`config.mk`:
```
export PLATFORM = sky130hd
export DESIGN_NAME = pet2001_ram_arb
export DESIGN_NICKNAME = d
export VERILOG_FILES = /design/src/rtl/pet2001_ram_arb.sv
export SDC_FILE = /design/constraint.sdc
export NUM_CORES = 1
export LEC_CHECK = 0
export CAP_MARGIN = 20
export CELL_PAD_IN_SITES_DETAIL_PLACEMENT = 0
export CELL_PAD_IN_SITES_GLOBAL_PLACEMENT = 1
export CORE_MARGIN = 2
export CORE_UTILIZATION = 44
export DETAILED_ROUTE_END_ITERATION = 8
export PLACE_DENSITY_LB_ADDON = 0.2
export SYNTH_ARGS = -nofsm -noshare
export SYNTH_HDL_FRONTEND = slang
export SYNTH_SLANG_ARGS = --single-unit
```
`constraint.sdc`:
```
create_clock -name clk_i -period 2.9 [get_ports clk_i]
set_input_delay 0.435 -clock clk_i [delete_from_list [all_inputs] [get_ports clk_i]]
set_output_delay 0.435 -clock clk_i [all_outputs]
set_load 0.005 [all_outputs]
```
`src/rtl/pet2001_ram_arb.sv`:
```
// PET 2001 main RAM port arbiter: CPU owns every ce_1m slot, buffered loader writes fill idle clks.
// Optional PET_LDR_HALT_EN: registered cpu_rdy backpressure with hysteresis on FIFO fill level.
module pet2001_ram_arb #(
  parameter int unsigned FIFO_DEPTH = 4,
  parameter int unsigned RAM_AW     = 14
) (
  input  logic              clk_i,
  input  logic              reset_ni,
  input  logic              ce_1m_i,
  input  logic [15:0]       cpu_addr_i,
  input  logic [7:0]        cpu_din_i,
  input  logic              cpu_we_i,
  output logic              cpu_rdy_o,
  input  logic              ld_wr_i,
  input  logic [15:0]       ld_addr_i,
  input  logic [7:0]        ld_data_i,
  output logic              ld_full_o,
  output logic              ld_idle_o,
  output logic [RAM_AW-1:0] ram_addr_o,
  output logic [7:0]        ram_din_o,
  output logic              ram_we_o,
  output logic              ram_owner_o,
  output logic [7:0]        drop_cnt_o
);

  localparam int unsigned PtrW = (FIFO_DEPTH > 1) ? $clog2(FIFO_DEPTH) : 1;
  localparam int unsigned CntW = $clog2(FIFO_DEPTH + 1);
  localparam int unsigned EntW = RAM_AW + 8;

  typedef enum logic [1:0] {StIdle, StLwr, StGap} state_e;

  state_e          state_q, state_d;
  logic [EntW-1:0] mem_q [FIFO_DEPTH];
  logic [PtrW-1:0] wr_ptr_q, wr_ptr_d, rd_ptr_q, rd_ptr_d;
  logic [CntW-1:0] count_q, count_d;
  logic [7:0]      drop_cnt_q, drop_cnt_d;
  logic            fifo_full, fifo_empty, in_window, push, drop, pop;
  logic [EntW-1:0] head;

  assign fifo_full  = (count_q == CntW'(FIFO_DEPTH));
  assign fifo_empty = (count_q == '0);
  assign in_window  = (ld_addr_i[15:RAM_AW] == '0);
  // Full check uses the registered count, so a same-cycle pop never rescues a push.
  assign push       = ld_wr_i && in_window && !fifo_full;
  assign drop       = ld_wr_i && !push;
  assign pop        = (state_q == StLwr) && !ce_1m_i;
  assign head       = mem_q[rd_ptr_q];

  always_comb begin
    state_d    = state_q;
    wr_ptr_d   = wr_ptr_q;
    rd_ptr_d   = rd_ptr_q;
    count_d    = count_q;
    drop_cnt_d = drop_cnt_q;
    unique case (state_q)
      StIdle:  if (!fifo_empty && !ce_1m_i) state_d = StLwr;
      StLwr:   state_d = StGap;
      StGap:   state_d = StIdle;
      default: state_d = StIdle;
    endcase
    if (push) wr_ptr_d = wr_ptr_q + PtrW'(1);
    if (pop)  rd_ptr_d = rd_ptr_q + PtrW'(1);
    if (push && !pop)      count_d = count_q + CntW'(1);
    else if (pop && !push) count_d = count_q - CntW'(1);
    if (drop && drop_cnt_q != 8'hFF) drop_cnt_d = drop_cnt_q + 8'd1;
  end

  always_ff @(posedge clk_i or negedge reset_ni) begin
    if (!reset_ni) begin
      state_q    <= StIdle;
      wr_ptr_q   <= '0;
      rd_ptr_q   <= '0;
      count_q    <= '0;
      drop_cnt_q <= '0;
    end else begin
      state_q    <= state_d;
      wr_ptr_q   <= wr_ptr_d;
      rd_ptr_q   <= rd_ptr_d;
      count_q    <= count_d;
      drop_cnt_q <= drop_cnt_d;
    end
  end

  always_ff @(posedge clk_i) begin
    if (push) mem_q[wr_ptr_q] <= {ld_addr_i[RAM_AW-1:0], ld_data_i};
  end

  // A CPU slot always overrides a pending loader write; the entry stays at the head for retry.
  always_comb begin
    ram_addr_o  = cpu_addr_i[RAM_AW-1:0];
    ram_din_o   = cpu_din_i;
    ram_we_o    = cpu_we_i && (cpu_addr_i[15:RAM_AW] == '0);
    ram_owner_o = 1'b0;
    if (pop) begin
      ram_addr_o  = head[EntW-1:8];
      ram_din_o   = head[7:0];
      ram_we_o    = 1'b1;
      ram_owner_o = 1'b1;
    end
  end

  assign ld_full_o  = fifo_full;
  assign ld_idle_o  = fifo_empty && (state_q != StLwr);
  assign drop_cnt_o = drop_cnt_q;

`ifdef PET_LDR_HALT_EN
  logic cpu_rdy_q, cpu_rdy_d;

  always_comb begin
    cpu_rdy_d = cpu_rdy_q;
    if (count_d >= CntW'(FIFO_DEPTH - 1)) cpu_rdy_d = 1'b0;
    else if (count_d <= CntW'(1))         cpu_rdy_d = 1'b1;
  end

  always_ff @(posedge clk_i or negedge reset_ni) begin
    if (!reset_ni) cpu_rdy_q <= 1'b1;
    else           cpu_rdy_q <= cpu_rdy_d;
  end

  assign cpu_rdy_o = cpu_rdy_q;
`else
  assign cpu_rdy_o = 1'b1;
`endif

endmodule

```
==> summary.md, run 1 <==
| Metric | Value |
|---|---|
| Layout cells sized above 1 | `22.8%` |
| Die area | `11000 um2` |
| Number of fill cells | `787` |
| CTS root buf | `clkbuf_8` |
| Ys flop type | `edfxtp_1` |
| Most frequent cells in the layout | `88 x edfxtp_1, 86 x clkdlybuf4s50_1, 18 x mux4_2, 18 x mux2_4, 16 x dfrtp_1` |
| Mapped Area | `4490 um2` |
| Worst Hold Class | `reg -> reg` |
| Seq cells post-synth | `105` |
| Worst-skew pair later-pin latency | `0.35 ns` |
| Routed Antenna Nets | `0` |
| Commonest non-fill, non-tap cell in the layout | `edfxtp_1` |
| Max-cap violations | `0` |
| Via density | `5.02` |
| Cells along the critical path | `buf_4, mux4_2, mux2_4, clkdlybuf4s50_1` |
| HPWL after DPL | `5.47 mm` |
| I/O Buffers | `86` |
| Final worst path period need | `2.79 ns` |
| Area contributors post-synth | `edfxtp_1 59%, dfrtp_1 9.5%, mux4_2 9.0%, mux2_4 6.0%, mux4_1 2.3%` |
| Largest net degree at the start of global routing | `24` |
| PD cells | `759 nW/um2` |
| Crit start category | `register` |
| Post-Syn Nets | `288` |
| Post-synth top area cell | `edfxtp_1` |
| Routability congestion estimate | `0.780` |
| Vias in the first global route | `2444` |
| Pleak | `2.03 nW` |
| CTS clk-pin slew, worst paths | `0.09 ns` |
| Area Overhead vs Synth | `28.0%` |
| DR top layer | `met4` |
| Post-synth EDFFs | `88` |
| Area after DPL | `5540 um2` |
| Share of the synthesized area in the top cell type | `58.8%` |
| Core Area | `9820 um2` |
| First-pass GRT wire length | `12.8 mm` |
| Slowest cell delay on critical path | `0.54 ns` |
| Die height | `105 um` |
| Worst setup EP type | `primary output` |
| Ant. Diodes | `0` |
| Cells after Synth | `228` |
| WL met1 | `3.45 mm` |
| Minimum hold slack | `0.431 ns` |
| DRC | `0` |
| Maximum fanout along the worst path | `9` |
| Overall power | `4.36 mW` |
| Pre-CTS setup slack | `0.300 ns` |
| Count of final setup violators | `0` |
| Final core utilization | `58.5%` |
| DR WL/cell | `17.3 um` |
| Grt ovf | `0` |
| Crit Path Category | `reg -> out` |
| # rows | `36` |
| Via Count | `2338` |
| Fmax | `358 MHz` |
| Outcome | `finished, final reports clean` |
| Unique masters post-synth | `37` |
| NumNets Final | `389` |
| TritonCTS buffer count | `9` |
| Drt total wl | `8.04 mm` |
| Post-route design area | `5750 um2` |
| Crit path buffers/inverters | `2` |
| Hold buffers post-CTS | `0` |
| Synth warnings | `0` |
| CP arrival | `2.36 ns` |
| Req. time, crit path | `2.47 ns` |
| Slew HR | `46.9%` |
| Sequential-to-total area share from yosys stat | `68.3%` |
| Overall global routing resource usage | `15.3%` |
| Crit-path slowest cell | `mux4_2` |
| Cell family with most CP delay | `multiplexers` |
| Die W | `105 um` |
| IO Pins | `88` |
| Syn_area_per_cell | `19.7 um2` |
| Max-slew violations | `0` |
| Final period util | `96.3%` |
| Setup Skew | `0.0112 ns` |
| RSZ-0062 raised after global routing | `false` |
| H-tree depth | `3` |
| Final WS setup | `0.108 ns` |
| Starting DRT DRC Count | `105` |
| Clock Sinks | `105` |
| Final hold violations | `0` |
| Clock Path Buffers | `2` |
| Initial antenna violation count | `0` |
| FFs w/ async S/R, synth | `16.2%` |
| Inst Count DP | `451` |
| Met2 routed WL | `4.07 mm` |
| Worst Tran Pin Value | `0.794 ns` |
| CTS tree | `done` |
| Non-filler cells, final | `466` |
| Starting Density | `45.7%` |
| Peak supply drop | `0.473 mV` |
| Met3 Wirelength | `493 um` |
| Setup TNS | `0 ns` |
| DR pass1 iterations | `4` |
## area by class of cell
| type | count | area, um2 | share of cell area [%] |
|---|---|---|---|
| clock buffer | 10 | 128 | 2.22 |
| clock inverter | 5 | 78.8 | 1.37 |
| inverter | 7 | 26.3 | 0.457 |
| multi-input combinational | 107 | 1310 | 22.7 |
| sequential | 105 | 3070 | 53.4 |
| tap | 133 | 166 | 2.89 |
| timing repair buffer | 99 | 975 | 17.0 |
## registers in the layout, summed over array words and instances, names as in the netlist
register	flops
count_q	3
rd_ptr_q	2
wr_ptr_q	2
state_q	2
mem_q	88
drop_cnt_o	8
## synthesized netlist by cell type (6+ instances only)
| library cell | n |
|---|---|
| edfxtp_1 | 88 |
| dfrtp_1 | 17 |
| mux2_4 | 18 |
| ha_1 | 6 |
| inv_1 | 7 |
| mux2_2 | 6 |
| mux4_2 | 18 |
| nand2_1 | 7 |
| nor2_1 | 6 |
## routing by layer
| metal | GRT usage, % | up-vias |
|---|---|---|
| li1 | - | 1096 |
| met1 | 19.5 | 1169 |
| met2 | 25.7 | 71 |
| met3 | 4.80 | 2 |
| met4 | 3.43 | 0 |
| met5 | 0 | - |
## worst paths after layout
check	from	end	slack (ns)	cells after the start
worst min-delay path	state_q[0]	state_q[0]	0.43	1
min in group asynchronous	reset_ni	drop_cnt_o[6]	0.54	1
worst max-delay path	rd_ptr_q[0]	ram_addr_o[5]	0.11	4
worst max register to register	count_q[2]	count_q[2]	0.89	8
max in group asynchronous	reset_ni	rd_ptr_q[0]	1.82	1
worst min register to register	state_q[0]	state_q[0]	0.43	1
## power by group
group / internal [mW] / switching (mW) / total, mW
Combinational: 0.887 / 0.536 / 1.42
Sequential: 1.82 / 0.186 / 2.01
Clock: 0.482 / 0.450 / 0.932
Total: 3.19 / 1.17 / 4.36
## logic make-up (layout without fill, tap and decap cells)
kind of cell	count (synthesis)	in the layout	synth area share, %
muxes	49	49	19.6
DFF	105	105	68.3
AOI/OAI and AO/OA	9	9	1.39
adders and majority gates	7	7	2.12
other	1	1	0.0835
buffers and inverters	16	121	2.76
xor gates and xnor gates	8	8	1.56
and+or+nand+nor	33	33	4.18
## worst register-to-register path: stages (launching register included)
cell and delay, ns:
dfrtp_1 0.41, nor3b_4 0.18, nor3b_2 0.26, ha_1 0.22
inv_1 0.06, fa_1 0.37, xor2_1 0.15, nor2_1 0.11
xor2_1 0.17
## timing repair
| action | in CTS | in global routing |
|---|---|---|
| setup endpoints to repair | 0 | 3 |
| buffers inserted | 0 | 0 |
| endpoints found under the hold margin | 0 | 0 |
| gates resized for setup | 0 | 1 |
No activity file was read; power rests on OpenSTA's default activity.
==> run 2: changes to the inputs <==
CORE_ASPECT_RATIO = 0.8   (was not set)
==> run 2 against run 1 <==
Compared with the run above: sequential power barely moved; count of clock-buffer cells in the layout fell by 1; register-to-register slack got worse by 0.17 ns; critical endpoint is now ram_addr_o[2].
==> summary.md, run 2 (synthesis results as in run 1) <==
| Metric | Value |
|---|---|
| Outcome | `finished, final reports clean` |
| HPWL after DPL | `5.17 mm (-5.5%)` |
| Largest net degree at the start of global routing | `27 (+13%)` |
| Req. time, crit path | `2.47 ns (about the same)` |
| Critical R2R Launch | `state_q[1]` |
| CP arrival | `2.32 ns (-0.04 ns)` |
| Final period util | `95.2% (-1.1 points)` |
| Net Sw Frac | `26.9% (+0.056 points)` |
| Cell family with most CP delay | `multiplexers` |
| Vias in the first global route | `2321 (-5.0%)` |
| Setup TNS | `0 ns (unchanged)` |
| FF-to-FF End | `count_q[1]` |
| Crit Path Category | `reg -> out` |
| H-tree depth | `3 (unchanged)` |
| Core Area | `9770 um2 (-0.51%)` |
| Initial antenna violation count | `0 (unchanged)` |
| RSZ-0062 raised after global routing | `false` |
| Grt ovf | `0 (unchanged)` |
| Crit path buffers/inverters | `2 (unchanged)` |
| Clock Path Buffers | `2 (unchanged)` |
| Maximum fanout along the worst path | `8 (-1)` |
| Final worst path period need | `2.76 ns (-0.0319 ns)` |
| Overall power | `4.66 mW (+6.7%)` |
| Worst Hold Class | `reg -> reg` |
| Cell depth of the worst setup path | `4 (unchanged)` |
| Worst Tran Pin Value | `0.788 ns (-0.00635 ns)` |
| PD cells | `796 nW/um2 (+4.9%)` |
| Post-CTS sizing | `0 (unchanged)` |
| Crit-path slowest cell | `mux4_2` |
| Peak supply drop | `0.479 mV (+1.2%)` |
| Internal power | `3.40 mW (+6.6%)` |
| # rows | `32 (-11%)` |
| Switching power | `1.25 mW (+6.9%)` |
| NumNets Final | `388 (-0.26%)` |
| R2R setup slack | `0.72 ns (-0.17 ns)` |
| Clock Sinks | `105 (unchanged)` |
| Worst setup endpoint | `ram_addr_o[2]` |
| Count of final setup violators | `0 (unchanged)` |
| Crit start category | `register` |
| Setup bufs post-CTS | `0 (unchanged)` |
| Ant. Diodes | `0 (unchanged)` |
| CTS tree | `done` |
| R2R depth | `8 (unchanged)` |
| First-pass GRT wire length | `12.3 mm (-4.0%)` |
| Overall global routing resource usage | `15.3% (about the same)` |
| Worst-skew pair later-pin latency | `0.34 ns (about the same)` |
| CTS root buf | `clkbuf_16` |
| Area after DPL | `5550 um2 (+0.16%)` |
| Die height | `94.4 um (-10%)` |
| Clock power frac | `25.8% (+4.4 points)` |
| Slew HR | `47.3% (+0.42 points)` |
| Post-route design area | `5850 um2 (+1.8%)` |
| DR WL/cell | `16.5 um (-4.5%)` |
| Final core utilization | `59.9% (+1.4 points)` |
| Max-cap violations | `0 (unchanged)` |
| Largest register by flop count | `mem_q` |
| Fmax | `362 MHz (+1.2%)` |
| Via density | `5.01 (-0.13%)` |
| Die W | `117 um (+11%)` |
| Hold buffers post-CTS | `0 (unchanged)` |
| Layout cells sized above 1 | `23.1% (+0.30 points)` |
| Setup Skew | `0.00721 ns (-0.00398 ns)` |
| Pleak | `2.07 nW (+1.7%)` |
| CP Launch Point | `rd_ptr_q[0]` |
| Drt total wl | `7.73 mm (-3.9%)` |
| Via Count | `2350 (+0.51%)` |
| Number of fill cells | `775 (-1.5%)` |
| Most frequent cells in the layout | `88 x edfxtp_1, 86 x clkdlybuf4s50_1, 18 x mux4_2, 18 x mux2_4, 16 x dfrtp_1` |
| Die area | `11000 um2 (about the same)` |
| Max reg flops | `88 (unchanged)` |
| Area Overhead vs Synth | `30.3%` |
| Routability congestion estimate | `0.750 (-3.9%)` |
| Worst setup EP type | `primary output` |
| Final hold violations | `0 (unchanged)` |
| DRC | `0 (unchanged)` |
| Logic gate share of total power | `31.4% (-1.2 points)` |
| Routed Antenna Nets | `0 (unchanged)` |
| I/O Buffers | `86 (unchanged)` |
| Commonest non-fill, non-tap cell in the layout | `edfxtp_1` |
| Reg power frac | `42.8% (-3.2 points)` |
| DR pass1 iterations | `4 (unchanged)` |
| Slowest cell delay on critical path | `0.55 ns (about the same)` |
| Max-slew violations | `0 (unchanged)` |
| TritonCTS buffer count | `9 (unchanged)` |
| Cells along the critical path | `buf_4, mux4_2, mux2_4, clkdlybuf4s50_1` |
| CTS clk-pin slew, worst paths | `0.07 ns (-0.02 ns)` |
| Starting DRT DRC Count | `91 (-13%)` |
| IO Pins | `88 (unchanged)` |
| Starting Density | `46.0% (+0.23 points)` |
## run 2: worst min-delay path by stage
stage / from / depth (start not counted) / to / slack (ns)
6_report: state_q[0] / 1 / state_q[0] / 0.43
5_1_grt: state_q[0] / 1 / state_q[0] / 0.47
4_1_cts: state_q[0] / 1 / state_q[0] / 0.43
3_5_place_dp: state_q[0] / 1 / state_q[0] / 0.42
3_3_place_gp: state_q[0] / 1 / state_q[0] / 0.41
2_1_floorplan: reset_ni / 0 / count_q[0] / 0.14
## run 2: cell type report
type	instances	area, um2	share of cell area (%)
repair buffers	98	976	16.7
inverters	7	26.3	0.449
clock buffers	9	225	3.85
multi-input cells	107	1310	22.3
flip-flops and latches	105	3070	52.4
clock inverters	7	78.8	1.35
well taps	136	170	2.91
## run 2: layer usage
layer	global-route usage (%)	share of wire, %	vias up
met2	23.7	47	71
met5	0	0	-
met1	21.4	46	1174
met4	3.53	0.76	0
met3	4.75	6.2	7
li1	-	-	1098
## run 2: power groups by stage
stage	combinational, mW	sequential, mW	clock [mW]
after floorplan	0.971	1.98	0
after detailed placement	1.49	2.02	0
after CTS	1.50	1.99	1.23
after global placement	1.48	2.02	0
final	1.46	1.99	1.20
after global routing	1.61	2.02	1.30
## run 2: per-stage QoR
step / hold slack (ns) / setup slack [ns] / std cells
floorplan: 0.139 / 0.713 / 228
finish: 0.428 / 0.140 / 469
global placement: 0.411 / 0.386 / 453
CTS: 0.434 / 0.114 / 469
detailed placement: 0.425 / 0.364 / 453
global route: 0.467 / 0.0347 / 469
==> run 3: changes to the inputs <==
CAP_MARGIN = not set   (was 20)
==> results of run 3 <==
No change in the layout: final DEF, timing and power equal those of run 2.
